`src/rtl/if_id_skid_reg_pkg.sv`:
```
// Shared definitions for the fetch-to-decode pipeline register: default widths,
// the NOP encoding and the skid-buffer state encoding.
package if_id_skid_reg_pkg;

  localparam int          ADDR_W_DEF   = 32;
  localparam int          INST_W_DEF   = 32;
  localparam logic [31:0] NOP_INST_DEF = 32'h0000_0000;

  typedef enum logic [1:0] {
    EMPTY = 2'd0,
    FULL  = 2'd1,
    SKID  = 2'd2
  } skid_state_e;

endpackage

```
`src/rtl/if_id_skid_reg_pipe_skid_buf.sv`:
```
// Two-entry valid/ready skid buffer with a generic payload. The main slot drives
// the outputs; the skid slot absorbs the one entry accepted while stalled.
module pipe_skid_buf
  import if_id_skid_reg_pkg::*;
#(
  parameter int W = 64
) (
  input  logic         clk,
  input  logic         rst,
  input  logic         flush,
  input  logic [W-1:0] clear_val,
  input  logic         in_valid,
  output logic         in_ready,
  input  logic [W-1:0] in_data,
  output logic         out_valid,
  input  logic         out_ready,
  output logic [W-1:0] out_data
);

  skid_state_e  state_q, state_d;
  logic [W-1:0] main_q, main_d;
  logic [W-1:0] skid_q, skid_d;
  logic         ready_q, ready_d;
  logic         valid_q, valid_d;
  logic         in_fire, out_fire;

  assign in_fire   = in_valid & ready_q;
  assign out_fire  = valid_q & out_ready;
  assign in_ready  = ready_q;
  assign out_valid = valid_q;
  assign out_data  = main_q;

  always_comb begin
    state_d = state_q;
    main_d  = main_q;
    skid_d  = skid_q;
    unique case (state_q)
      EMPTY: begin
        if (in_fire) begin
          state_d = FULL;
          main_d  = in_data;
        end
      end
      FULL: begin
        if (in_fire && out_fire) begin
          main_d = in_data;
        end else if (in_fire) begin
          state_d = SKID;
          skid_d  = in_data;
        end else if (out_fire) begin
          state_d = EMPTY;
          main_d  = clear_val;
        end
      end
      SKID: begin
        if (out_fire) begin
          state_d = FULL;
          main_d  = skid_q;
        end
      end
      default: begin
        state_d = EMPTY;
        main_d  = clear_val;
      end
    endcase
    // Reset and flush both drop every held and incoming entry.
    if (rst || flush) begin
      state_d = EMPTY;
      main_d  = clear_val;
    end
    ready_d = (state_d != SKID);
    valid_d = (state_d != EMPTY);
  end

  always_ff @(posedge clk) begin
    if (rst) begin
      state_q <= EMPTY;
      ready_q <= 1'b1;
      valid_q <= 1'b0;
    end else begin
      state_q <= state_d;
      ready_q <= ready_d;
      valid_q <= valid_d;
    end
    main_q <= main_d;
    skid_q <= skid_d;
  end

endmodule

```
`src/rtl/if_id_skid_reg.sv`:
```
// IF/ID pipeline register: packs PC and instruction into the skid buffer and
// presents NOP_INST with a zero PC whenever decode sees no valid entry.
module if_id_skid_reg
  import if_id_skid_reg_pkg::*;
#(
  parameter int                ADDR_W   = ADDR_W_DEF,
  parameter int                INST_W   = INST_W_DEF,
  parameter logic [INST_W-1:0] NOP_INST = INST_W'(NOP_INST_DEF)
) (
  input  logic              clk,
  input  logic              rst,
  input  logic              flush,
  input  logic              if_valid,
  output logic              if_ready,
  input  logic [ADDR_W-1:0] if_pc,
  input  logic [INST_W-1:0] if_inst,
  output logic              id_valid,
  input  logic              id_ready,
  output logic [ADDR_W-1:0] id_pc,
  output logic [INST_W-1:0] id_inst
);

  localparam int W = ADDR_W + INST_W;

  logic [W-1:0] in_data;
  logic [W-1:0] out_data;
  logic [W-1:0] clear_val;

  assign in_data   = {if_pc, if_inst};
  assign clear_val = {{ADDR_W{1'b0}}, NOP_INST};

  pipe_skid_buf #(
    .W(W)
  ) u_buf (
    .clk       (clk),
    .rst       (rst),
    .flush     (flush),
    .clear_val (clear_val),
    .in_valid  (if_valid),
    .in_ready  (if_ready),
    .in_data   (in_data),
    .out_valid (id_valid),
    .out_ready (id_ready),
    .out_data  (out_data)
  );

  // The main slot already holds the NOP payload when invalid, so outputs stay flop-driven.
  assign id_pc   = out_data[W-1:INST_W];
  assign id_inst = out_data[INST_W-1:0];

endmodule
```
`config.mk`:
```
export PLATFORM = sky130hd
export DESIGN_NAME = if_id_skid_reg
export DESIGN_NICKNAME = d
export VERILOG_FILES = /design/src/rtl/if_id_skid_reg_pkg.sv /design/src/rtl/if_id_skid_reg_pipe_skid_buf.sv /design/src/rtl/if_id_skid_reg.sv
export SDC_FILE = /design/constraint.sdc
export NUM_CORES = 1
export LEC_CHECK = 0
export ABC_AREA = 0
export BUFFER_PORTS_ARGS = -buffer_cell sky130_fd_sc_hd__buf_2
export CAP_MARGIN = 40
export CORE_MARGIN = 1
export CORE_UTILIZATION = 55
export DETAILED_ROUTE_END_ITERATION = 8
export PLACE_DENSITY = 0.88
export SYNTH_ARGS = -nofsm -noshare
export SYNTH_HDL_FRONTEND = slang
export SYNTH_HIERARCHICAL = 1
export SYNTH_SLANG_ARGS = --single-unit
```
`constraint.sdc`:
```
create_clock -name clk -period 7.09 [get_ports clk]
set_clock_uncertainty 0.1 [all_clocks]
set_input_delay 0.3545 -clock clk [delete_from_list [all_inputs] [get_ports clk]]
set_output_delay 0.3545 -clock clk [all_outputs]
set_load 0.05 [all_outputs]
```
==> metrics.cfg <==
[logic_synthesis]
synthArstFlopShare_pct = 0
ys_types = 32
synth_area_per_cell_um2 = 13.85
yosys_warnings = 6
synth-main-ff-cell = edfxtp_1
yosys_register_bits = 132
synth_edf_count = 128
netlist_instances = 457
syn_area_um2 = 6330
yosysSeqAreaShare_pct = 61.99

[clock_network]
clock-root-buffer = clkbuf_16
cts-buffers-inserted = 17
cts_buffer_depth = 2
cts_tree = built
cts_setup_buffers = 0
h-tree-depth = 4
ctsHoldBuffers = 0
insertion_delay_ns = 0.41
clock_sinks = 132
cts_resized = 0
clk_pin_slew_ns = 0.06

[drt]
routedWlPerCell_um = 18.27
routed_wl_um = 14430
avgViaCountPerCell = 5.822
antenna_left = 0
vias = 4599
drc = 0
drt_first_pass_iters = 5
first_iter_violations = 311

[worst_hold_path]
hp-start = if_pc[28]
holdPathStages = 1
hold_path_class = in -> reg
min_to = u_buf/skid_q[60]

[grt]
grtUsageTotal_pct = 25.33
gr-total-overflow = 0
grt_pass1_wl_um = 22190
grt_antenna_before_repair = 1
grt_start_max_net_pins = 77
first_global_vias = 4468

[timing]
setup_viol = 0
worst_pin_slew_ns = 0.9696
setup_ws_ns = 3.508
finalSetupTns_ns = 0
slew_headroom_pct = 35.36
post-route-period-util_pct = 50.52
hold_viol_final = 0
grt_setup_unrepaired = no
fin_crit_ns = 3.582
drv_slew = 0
max_freq_mhz = 279.2

[die]
die_area_um2 = 11940
start_util_pct = 57.38
die_h_um = 109.3
core_um2 = 11030
pin_count = 135
die_x_um = 109.3
rows = 38

[worst_setup_path]
critical_path.max_fanout = 76
r2r_start = u_buf/state_q[1]
cp-start-kind = flip-flop
end_kind = flip-flop
required_ns = 7.04
r2r_slack_ns = 3.51
rr_endpoint = u_buf/out_data[2]
cp_data_arrival_time_ns = 3.53
path_class = reg -> reg
rr_worst_depth = 4

[place]
port_buffers = 134
hpwl_um = 8841
post-place-ws_ns = 3.568
gp_congestion = 0.7995

[final_layout]
fillCellCount = 714
area_growth_pct = 25.22
diodes = 0
drive_above_1_share_pct = 27.38
final_nets = 706
mostFrequentLayoutCells = 134 x buf_2, 128 x edfxtp_1, 64 x mux2i_1, 64 x a22o_1, 64 x conb_1
final_common_cell = buf_2

[run_status]
status = completed

[run]
max_cap_viol_count = 0

[power]
ir_drop_mv = 0.1533
p_leak_uw = 0.003198
cellPowerDensity_nw_per_um2 = 282.3

## worst max path at each step
stage,from,end,slack (ns),cells past startpoint
global placement,u_buf/state_q[1],u_buf/out_data[12],3.71,4
CTS,u_buf/state_q[1],u_buf/out_data[35],3.51,4
detailed placement,u_buf/state_q[1],u_buf/out_data[7],3.57,4
floorplan,u_buf/state_q[1],u_buf/out_data[0],0.88,5
global route,u_buf/state_q[1],u_buf/out_data[49],3.26,4
finish,u_buf/state_q[1],u_buf/out_data[2],3.51,4
## cells in the mapped netlist (all sizes together) (2+ instances only)
cell | instances | area, µm²
edfxtp | 128 | 3844
a22o | 64 | 560.5
mux2i | 64 | 640.6
inv | 63 | 236.5
o32ai | 63 | 551.8
buf | 26 | 171.4
clkbuf | 17 | 63.81
dfxtp | 4 | 80.08
a21oi | 3 | 15.01
nor2 | 3 | 11.26
nor3b | 3 | 22.52
nand3 | 2 | 10.01
## sequential cells by signal, indices dropped and copies added (netlist names)
register,flops
u_buf/out_valid,1
u_buf/state_q,2
u_buf/out_data,64
u_buf/in_ready,1
u_buf/skid_q,64
## where the power goes
part	switching [µW]	internal [µW]	total (µW)
sequential	17.4	915	932
clock	311	649	961
combinational	249	95.0	344
total	578	1660	2240
## cells by family (layout without fill, tap and decap cells)
logic type	after synthesis	count (layout)	synth area share [%]
AO/OA/AOI/OAI	137	137	18.76
other	1	64	0.05924
AND/OR/NAND/NOR	17	17	1.621
buffers and inverters	106	236	7.452
multiplexers	64	64	10.12
flip-flops	132	132	61.99
## critical path, cell delays in order (launching register included)
cell and delay, ns:
dfxtp_4 0.84, buf_4 0.86, nor3b_1 0.19, o21ai_4 0.51, buf_4 0.61
## final cells by class
class | instances | area (µm²) | share of cell area [%]
well taps | 140 | 175.2 | 2.210
clock inverters | 10 | 177.7 | 2.242
clock buffers | 22 | 474.2 | 5.983
inverters | 63 | 236.5 | 2.983
flip-flops and latches | 132 | 3929 | 49.57
repair buffers | 141 | 735.7 | 9.282
multi-input cells | 282 | 2198 | 27.73
## metrics by stage
stage	util (%)	hold slack, ns	area, µm²	power (µW)	std cells
2_1_floorplan	-	0.3326	6566	1201	520
6_report	71.86	0.04364	7926	2237	790
3_3_place_gp	65.77	0.4604	7254	1273	757
4_1_cts	71.86	0.02523	7926	2244	790
5_1_grt	71.86	0.03373	7926	2302	790
3_5_place_dp	65.95	0.4605	7274	1286	758
## routing by layer
metal	part of all wire [%]	wire length, µm	up-vias	global-route usage [%]
met5	0.076	11	-	0
met4	1.8	263	2	11.62
li1	-	-	2120	-
met1	40	5823	2225	32.03
met3	8.6	1245	27	7.651
met2	49	7086	225	40.16
Note: power is estimated with default switching activity, not from simulation.
